==> config.mk <==
export PLATFORM = sky130hd
export DESIGN_NAME = pipelined_add_sub_flat
export DESIGN_NICKNAME = d
export VERILOG_FILES = /design/src/rtl/pipelined_add_sub_pkg.sv /design/src/rtl/pipelined_add_sub_if.sv /design/src/rtl/pipelined_add_sub_seg_adder.sv /design/src/rtl/pipelined_add_sub.sv /design/src/flat_wrapper.sv
export SDC_FILE = /design/constraint.sdc
export NUM_CORES = 1
export LEC_CHECK = 0
export BUFFER_PORTS_ARGS = -buffer_cell sky130_fd_sc_hd__buf_2
export CAP_MARGIN = 25
export CORE_ASPECT_RATIO = 0.8
export CORE_UTILIZATION = 41
export DETAILED_ROUTE_END_ITERATION = 6
export SLEW_MARGIN = 20
export SYNTH_ARGS = -nofsm -noshare
export SYNTH_HDL_FRONTEND = slang
export SYNTH_SLANG_ARGS = --single-unit
==> constraint.sdc <==
create_clock -name clk -period 5.1 [get_ports clk]
set_clock_uncertainty 0.05 [all_clocks]
set_input_delay 0.51 -clock clk [delete_from_list [all_inputs] [get_ports clk]]
set_output_delay 0.51 -clock clk [all_outputs]
set_load 0.02 [all_outputs]
==> src/rtl/pipelined_add_sub_pkg.sv <==
// Shared sizing helpers for the segmented pipelined adder/subtractor.
// Every segment is SEG bits wide. Segment k covers bits segLo(k) up to segHi(k).
package pipelined_add_sub_pkg;

    localparam int DEF_WIDTH = 16;
    localparam int DEF_SEG   = 4;

    function automatic int calcNseg(input int width, input int seg);
        return width / seg;
    endfunction

    function automatic int segLo(input int k, input int seg);
        return k * seg;
    endfunction

    function automatic int segHi(input int k, input int seg);
        return k * seg + seg - 1;
    endfunction

endpackage

==> src/rtl/pipelined_add_sub_if.sv <==
// Operand/result bus with valid/ready handshakes on both sides.
// The producer and consumer use the master modport. The adder uses the slave modport.
interface pipelined_add_sub_if
    import pipelined_add_sub_pkg::*;
#(
    parameter int WIDTH = DEF_WIDTH
) ();

    logic             in_valid;
    logic             in_ready;
    logic [WIDTH-1:0] A;
    logic [WIDTH-1:0] B;
    logic             Cin;
    logic             sub;
    logic             out_valid;
    logic             out_ready;
    logic [WIDTH-1:0] Sum;
    logic             Cout;
    logic             Ovf;

    modport master (
        output in_valid, A, B, Cin, sub, out_ready,
        input  in_ready, out_valid, Sum, Cout, Ovf
    );

    modport slave (
        input  in_valid, A, B, Cin, sub, out_ready,
        output in_ready, out_valid, Sum, Cout, Ovf
    );

endinterface

==> src/rtl/pipelined_add_sub_seg_adder.sv <==
// Combinational SEG-bit ripple adder for one pipeline segment.
// It also exposes the carry into its top bit, which the top segment needs to compute signed overflow.
module seg_adder
    import pipelined_add_sub_pkg::*;
#(
    parameter int SEG = DEF_SEG
) (
    input  logic [SEG-1:0] a,
    input  logic [SEG-1:0] b,
    input  logic           ci,
    output logic [SEG-1:0] s,
    output logic           co,
    output logic           c_msb_in
);

    logic [SEG:0] w_carry;

    always_comb begin
        w_carry    = '0;
        s          = '0;
        w_carry[0] = ci;
        for (int i = 0; i < SEG; i++) begin
            s[i]           = a[i] ^ b[i] ^ w_carry[i];
            w_carry[i + 1] = (a[i] & b[i]) | (w_carry[i] & (a[i] ^ b[i]));
        end
    end

    assign co       = w_carry[SEG];
    assign c_msb_in = w_carry[SEG-1];

endmodule

==> src/rtl/pipelined_add_sub.sv <==
// Pipelined add/subtract: operands are captured, then one SEG-bit segment is resolved per stage.
// Carries are registered between stages, and a single global stall freezes the whole pipe (NSEG >= 2).
module pipelined_add_sub
    import pipelined_add_sub_pkg::*;
#(
    parameter int WIDTH = DEF_WIDTH,
    parameter int SEG   = DEF_SEG
) (
    input logic clk,
    input logic rst,
    pipelined_add_sub_if.slave bus
);

    localparam int NSEG = calcNseg(WIDTH, SEG);
    localparam int REMW = WIDTH - SEG;

    logic             w_stall;
    logic [WIDTH-1:0] w_bop;
    logic             w_c0;

    // r_valid[0] belongs to the operand capture register; r_valid[k+1] belongs to segment stage k.
    logic [NSEG:0]    r_valid;
    logic [WIDTH-1:0] r_inA;
    logic [WIDTH-1:0] r_inB;
    logic             r_inC;
    logic [REMW-1:0]  r_aRem [NSEG-1];
    logic [REMW-1:0]  r_bRem [NSEG-1];
    logic [WIDTH-1:0] r_sum  [NSEG];
    logic [NSEG-1:0]  r_carry;
    logic             r_ovf;

    logic [SEG-1:0]   w_segA [NSEG];
    logic [SEG-1:0]   w_segB [NSEG];
    logic [SEG-1:0]   w_segS [NSEG];
    logic [NSEG-1:0]  w_segCi;
    logic [NSEG-1:0]  w_segCo;
    logic             w_cMsbTop;

    assign w_stall = r_valid[NSEG] && !bus.out_ready;
    assign w_bop   = bus.sub ? ~bus.B : bus.B;
    assign w_c0    = bus.sub ? 1'b1 : bus.Cin;
    assign w_segCi = {r_carry[NSEG-2:0], r_inC};

    // Each stage consumes the lowest remaining operand segment that travels along with its beat.
    always_comb begin
        for (int k = 0; k < NSEG; k++) begin
            w_segA[k] = '0;
            w_segB[k] = '0;
        end
        w_segA[0] = r_inA[segLo(0, SEG) +: SEG];
        w_segB[0] = r_inB[segLo(0, SEG) +: SEG];
        for (int k = 1; k < NSEG; k++) begin
            w_segA[k] = r_aRem[k-1][SEG-1:0];
            w_segB[k] = r_bRem[k-1][SEG-1:0];
        end
    end

    for (genvar k = 0; k < NSEG; k++) begin : g_seg
        if (k == NSEG - 1) begin : g_top
            seg_adder #(.SEG(SEG)) u_add (
                .a        (w_segA[k]),
                .b        (w_segB[k]),
                .ci       (w_segCi[k]),
                .s        (w_segS[k]),
                .co       (w_segCo[k]),
                .c_msb_in (w_cMsbTop)
            );
        end else begin : g_low
            logic w_unusedCmsb;
            seg_adder #(.SEG(SEG)) u_add (
                .a        (w_segA[k]),
                .b        (w_segB[k]),
                .ci       (w_segCi[k]),
                .s        (w_segS[k]),
                .co       (w_segCo[k]),
                .c_msb_in (w_unusedCmsb)
            );
        end
    end

    // Lower sum segments ride forward in r_sum so that the last stage presents an aligned word.
    always_ff @(posedge clk or posedge rst) begin
        if (rst) begin
            r_valid <= '0;
            r_inA   <= '0;
            r_inB   <= '0;
            r_inC   <= 1'b0;
            r_carry <= '0;
            r_ovf   <= 1'b0;
            for (int k = 0; k < NSEG; k++) begin
                r_sum[k] <= '0;
            end
            for (int k = 0; k < NSEG - 1; k++) begin
                r_aRem[k] <= '0;
                r_bRem[k] <= '0;
            end
        end else if (!w_stall) begin
            r_valid   <= {r_valid[NSEG-1:0], bus.in_valid};
            r_inA     <= bus.A;
            r_inB     <= w_bop;
            r_inC     <= w_c0;
            r_carry   <= w_segCo;
            r_ovf     <= w_cMsbTop ^ w_segCo[NSEG-1];
            r_sum[0]  <= {{REMW{1'b0}}, w_segS[0]};
            r_aRem[0] <= r_inA[WIDTH-1:SEG];
            r_bRem[0] <= r_inB[WIDTH-1:SEG];
            for (int k = 1; k < NSEG; k++) begin
                r_sum[k]                      <= r_sum[k-1];
                r_sum[k][segLo(k, SEG) +: SEG] <= w_segS[k];
            end
            for (int k = 1; k < NSEG - 1; k++) begin
                r_aRem[k] <= r_aRem[k-1] >> SEG;
                r_bRem[k] <= r_bRem[k-1] >> SEG;
            end
        end
    end

    assign bus.in_ready  = !w_stall;
    assign bus.out_valid = r_valid[NSEG];
    assign bus.Sum       = r_sum[NSEG-1];
    assign bus.Cout      = r_carry[NSEG-1];
    assign bus.Ovf       = r_ovf;

endmodule

==> src/flat_wrapper.sv <==
// flat-port wrapper written by rule: the top's interface ports become plain ports
module pipelined_add_sub_flat import pipelined_add_sub_pkg::*;
#(
    parameter int WIDTH = DEF_WIDTH,
    parameter int SEG   = DEF_SEG
)
  (clk, rst, bus_in_valid, bus_A, bus_B, bus_Cin, bus_sub, bus_out_ready, bus_in_ready, bus_out_valid, bus_Sum, bus_Cout, bus_Ovf);
  pipelined_add_sub_if #(.WIDTH(WIDTH)) bus_i ();
  input logic clk;
  input logic rst;
  input wire logic [$bits(bus_i.in_valid)-1:0] bus_in_valid;
  input wire logic [$bits(bus_i.A)-1:0] bus_A;
  input wire logic [$bits(bus_i.B)-1:0] bus_B;
  input wire logic [$bits(bus_i.Cin)-1:0] bus_Cin;
  input wire logic [$bits(bus_i.sub)-1:0] bus_sub;
  input wire logic [$bits(bus_i.out_ready)-1:0] bus_out_ready;
  output wire logic [$bits(bus_i.in_ready)-1:0] bus_in_ready;
  output wire logic [$bits(bus_i.out_valid)-1:0] bus_out_valid;
  output wire logic [$bits(bus_i.Sum)-1:0] bus_Sum;
  output wire logic [$bits(bus_i.Cout)-1:0] bus_Cout;
  output wire logic [$bits(bus_i.Ovf)-1:0] bus_Ovf;
  assign bus_i.in_valid = bus_in_valid;
  assign bus_i.A = bus_A;
  assign bus_i.B = bus_B;
  assign bus_i.Cin = bus_Cin;
  assign bus_i.sub = bus_sub;
  assign bus_i.out_ready = bus_out_ready;
  assign bus_in_ready = bus_i.in_ready;
  assign bus_out_valid = bus_i.out_valid;
  assign bus_Sum = bus_i.Sum;
  assign bus_Cout = bus_i.Cout;
  assign bus_Ovf = bus_i.Ovf;
  pipelined_add_sub #(.WIDTH(WIDTH), .SEG(SEG)) u_core (.clk(clk), .rst(rst), .bus(bus_i));
endmodule
# Word-level counts from Yosys, hierarchy flattened
# Index checks and enable logic that the tools add are counted.
# W data, S select, Z words.
[op_classes]
mux = 2
bitwise = 82
reduce_logical = 3
[op_table]
columns = ["cell", "count"]
rows = [
  ["$xor A1 B1 Y1", 33],
  ["$and A1 B1 Y1", 32],
  ["$mux W16", 1],
  ["$not A16 Y16", 1],
  ["$or A1 B1 Y1", 16],
  ["$logic_not A1 Y1", 2],
  ["$logic_and A1 B1 Y1", 1],
  ["$mux W1", 1],
]
[totals]
register_bits = 131
output_inout_bits = 20

# Depth between registers and ports, before layout
[logic_depth]
word_depth = 10
mapped_depth = 9
ltp_nobuf = 9

# Cells and area by module
# From an unflattened synthesis, not the netlist that was laid out.
[hier_totals]
cells_unflattened = 364
hier_area_um2 = 5604.1
[by_module_without_submodules]
columns = ["mod", "n_inst", "cells_each", "area_per_inst_um2"]
rows = [
  ["pipelined_add_sub", 1, 316, 5163.7],
  ["seg_adder", 4, 12, 110.1],
]

# Least setup slack after synthesis
# OpenSTA, ideal clock, no wires.
[synth_path]
path_type = "reg-to-reg"
startpoint = "reg u_core.r_aRem[0] (netlist bit)"
endpoint = "reg u_core.r_ovf (netlist: u_core.bus.Ovf)"
setup_ns = 0.125
arrival_ns = 2.117
t_required_ns = 4.925
path_slack_ns = 2.808
stages_incl_launch_ff = 10
n_path_buf = 0
synth_period_minus_slack_ns = 2.292
path_cell_list = "dfrtp_1 > fa_1 > inv_1 > fa_1 > inv_1 > fa_1 > inv_1 > fa_1 > xnor2_1 > mux2_4"
[synth_between]
elab_chain_cells = 10
word_cells_on_any_way = 11
classes_between = "bitwise: 11"
[synth_rtl]
columns = ["element", "line", "text"]
rows = [
  ["start, declared", "pipelined_add_sub.sv:26", "logic [REMW-1:0] r_aRem [NSEG-1];"],
  ["start signal, assigned by index", "pipelined_add_sub.sv:112", "r_aRem[k] <= r_aRem[k-1] >> SEG;"],
  ["$xor A1 B1 Y1", "pipelined_add_sub_seg_adder.sv:24", "w_carry[i + 1] = (a[i] & b[i]) | (w_carry[i] & (a[i] ^ b[i]));"],
  ["$and A1 B1 Y1", "pipelined_add_sub_seg_adder.sv:24", ""],
  ["$or A1 B1 Y1 (*)", "pipelined_add_sub_seg_adder.sv:24", ""],
  ["$and A1 B1 Y1 (*)", "pipelined_add_sub_seg_adder.sv:24", ""],
  ["$or A1 B1 Y1 (*)", "pipelined_add_sub_seg_adder.sv:24", ""],
  ["$and A1 B1 Y1 (*)", "pipelined_add_sub_seg_adder.sv:24", ""],
  ["$or A1 B1 Y1 (*)", "pipelined_add_sub_seg_adder.sv:24", ""],
  ["$and A1 B1 Y1", "pipelined_add_sub_seg_adder.sv:24", ""],
  ["$or A1 B1 Y1", "pipelined_add_sub_seg_adder.sv:24", ""],
  ["$xor A1 B1 Y1 (*)", "pipelined_add_sub.sv:103", "r_ovf <= w_cMsbTop ^ w_segCo[NSEG-1];"],
  ["end signal, assigned", "pipelined_add_sub.sv:103", ""],
  ["end, declared", "pipelined_add_sub.sv:30", "logic r_ovf;"],
]
# Mark *: on every way between the ends. The rest lies on a longest branch, timed or not.
# A chain may end at the register's enable or synchronous reset.

# Worst setup path after layout
[layout_path]
startpoint = "reg u_core.r_valid[4]"
endpoint = "out bus_in_ready"
[layout_between]
elab_chain_cells = 2
[layout_rtl]
columns = ["element", "line", "text"]
rows = [
  ["start, declared", "pipelined_add_sub.sv:22", "logic [NSEG:0] r_valid;"],
  ["start signal, assigned", "pipelined_add_sub.sv:98", "r_valid <= {r_valid[NSEG-1:0], bus.in_valid};"],
  ["$logic_and A1 B1 Y1", "pipelined_add_sub.sv:39", "assign w_stall = r_valid[NSEG] && !bus.out_ready;"],
  ["$logic_not A1 Y1", "n/a", ""],
  ["end, declared", "flat_wrapper.sv:17", "output wire logic [$bits(bus_i.in_ready)-1:0] bus_in_ready;"],
]
# Every way passes these cells.

==> summary.md <==
| Metric | Value |
|---|---|
| Status | `finished clean` |
| Crit path kind | `reg -> out` |
| # DRC | `0` |
| Worst Hold Slack | `around 0.17 ns` |
| Syn_nets | `428` |
| Post-route total power | `around 4.5 mW` |
| Period utilisation layout | `~55%` |
| Drt total wl | `around 9.3 mm` |
| Reg-to-reg startpoint | `u_core.r_aRem[0]$_DFFE_PP0N_` |
| Grt total ovfl | `0` |
| Slew at the pin closest to its max-slew limit | `a little under 1 ns` |
| CP Max Fanout | `63` |
| RSZ-0062 raised after global routing | `false` |
| Syn Area/Cell | `between 15 and 20 µm²` |
| Die W | `approximately 140 µm` |
| Cells after Synth | `about 370` |
| Placed cell count | `~580` |
| Core Region | `13,700 µm²` |
| TritonCTS Buffers | `17` |
| Relative slew margins | `33.8%` |
| Setup ws final | `2.31 ns` |
| Htree depth | `4` |
| # hold bufs at CTS | `0` |
| Commonest cells after routing, fill and taps aside | `dfrtp_1 (131), mux2_2 (63), buf_2 (57)` |
| N_diodes | `0` |
| Layout Cell Area excl Fill | `between 6000 and 7000 µm²` |
| WL/cell | `roughly 15 µm` |
| Port Buf Inserts | `57` |
| GRT Overall Usage | `between 10 and 15%` |
| Synth top area share | `roughly 56%` |
| # IOs | `58` |
| First-pass GRT wire length | `between 15 and 20 mm` |
| Non-filler cells, final | `approximately 610` |
| Post-CTS setup buffers | `0` |
| Clock Sinks | `between 100 and 150` |
| Vias | `around 2.9k` |
| Final Hold Fails | `0` |
| Layout cells sized above 1 | `48.0%` |
| GPL Wtd Cong | `approximately 0.71` |
| CP Data Required Time | `around 4.5 ns` |
| CP Capture Type | `primary output` |
| Die area | `14,700 µm²` |
| Antenna violations before repair | `0` |
| Max Cap Viol | `0` |
| Max Slew Vio Count | `0` |
| ANT nets after route | `0` |
| Hpwl dp | `5.87 mm` |
| Clock insertion delay at the later pin of the skew report | `around 0.4 ns` |
| Top_reg_cell synth | `dfrtp_1` |
| VDD IR max | `0.328 mV` |
| Hold crit path type | `in -> async` |
| FFs w/ async S/R, synth | `100%` |
| Minimum clock period | `~2.8 ns` |
| Sum of negative setup slack | `0 ns` |
| Die Ht | `between 100 and 150 µm` |
| Largest net degree at the start of global routing | `73` |
| DR iter-0 viols | `136` |
| Post-synth EDFFs | `0` |
| Drt pass-1 iters | `4` |
| Final nets | `between 400 and 500` |
| Final setup fails | `0` |
| Clock slew at reported path FFs | `around 0.06 ns` |
| Place WS | `approximately 2.6 ns` |
| Largest area contributor in the netlist | `dfrtp_1` |
| Fmax | `around 0.36 GHz` |
| Root buffer cell | `clkbuf_16` |
| Yosys cell types | `20` |
| Placed inst area | `between 6000 and 7000 µm²` |
| CTS tree | `built` |
| Starting density of the core | `a little over two fifths` |
| CTS max path bufs | `2` |
| Area Overhead vs Synth | `14.9%` |
| Lkg Pwr | `around 3.1 nW` |
| Post-CTS sizing | `0` |
| CP arrival | `around 2.2 ns` |
| CP startpoint | `u_core.r_valid[4]$_DFFE_PP0N_` |
| Synth Warn # | `0` |
| Seq/Total Area, Yosys | `between 50% and 60%` |
| CP Launch Type | `flop` |
| Pwr Density | `between 600 and 700 nW/µm²` |
| Routed vias/inst | `about 4.7` |
| Row count | `38` |
| Vias in the first global route | `3,191` |
| Flops & latches, synth | `131` |
| Largest cells by area after synthesis | `dfrtp_1 (56%), mux2_4 (13%), mux2_2 (12%)` |
| Post-synthesis cell area | `around 5800 µm²` |
| Most common cell after layout, fill and taps aside | `dfrtp_1` |
| Fin util | `between 40% and 50%` |
## where the power goes
group,internal (mW),total [mW],switching [mW]
combinational,0.854,1.48,0.626
clock,0.818,1.24,0.424
sequential,1.52,1.81,0.289
## worst max-delay path, stage by stage (launching register included)
cell	delay [ns]
dfrtp_1	0.54
nor2b_4	0.22
inv_4	0.72
buf_2	0.31
## Yosys cell counts (2+ instances only)
master / count
buf_4: 22
inv_1: 29
a21oi_1: 12
fa_1: 16
buf_6: 9
mux2_4: 52
clkbuf_1: 2
mux2_2: 63
mux2i_1: 2
dfrtp_1: 131
nor3b_1: 12
xnor2_1: 3
xor2_1: 14
## sequential cells by signal, indices dropped and copies added (netlist names)
register and flops:
u_core.r_aRem 24, u_core.r_bRem 24, u_core.r_sum 24, u_core.bus.Sum 16, u_core.r_inA 16, u_core.r_inB 16
u_core.r_valid 5, u_core.r_carry 4, u_core.bus.Ovf 1, u_core.r_inC 1
## logic make-up after synthesis
group / share of synthesized area, %
and+or+nand+nor: 1.99
AOI/OAI and AO/OA: 1.12
adders and majority gates: 5.49
DFF: 56.2
buffers and inverters: 6.76
xor gates and xnor gates: 2.55
muxes: 25.9
## metal layers
layer  part of all wire, %  up-vias  global-route usage, %  wire (µm)
met2                    46       56                   22.5       4290
met3                   3.9        6                   5.44        365
li1                      -     1323                      -          -
met5                     0        -                      0          0
met4                  0.66        0                   4.09         61
met1                    49     1475                   19.3       4570
## path summary, 6_finish.rpt
check / cells after the start / to / slack, ns
min: 2 / u_core.r_inB[12]$_DFFE_PP0N_ / 0.17
max: 3 / bus_in_ready / 2.31
min reg2reg: 1 / u_core.r_valid[4]$_DFFE_PP0N_ / 0.43
max reg2reg: 9 / u_core.bus.Ovf$_DFFE_PP0N_ / 2.67
min in group clk: 2 / u_core.r_inA[14]$_DFFE_PP0N_ / 0.28
max in group asynchronous: 3 / u_core.r_carry[0]$_DFFE_PP0N_ / 3.42
## cell type report
| class | instances | area, µm² |
|---|---|---|
| fillers | 1183 | 7040 |
| inverters | 30 | 118 |
| repair buffers | 59 | 300 |
| flip-flops and latches | 131 | 3280 |
| clock buffers | 23 | 488 |
| multi-input cells | 179 | 2170 |
| well taps | 180 | 225 |
| clock inverters | 9 | 126 |
No activity file was read; power rests on OpenSTA's default activity.
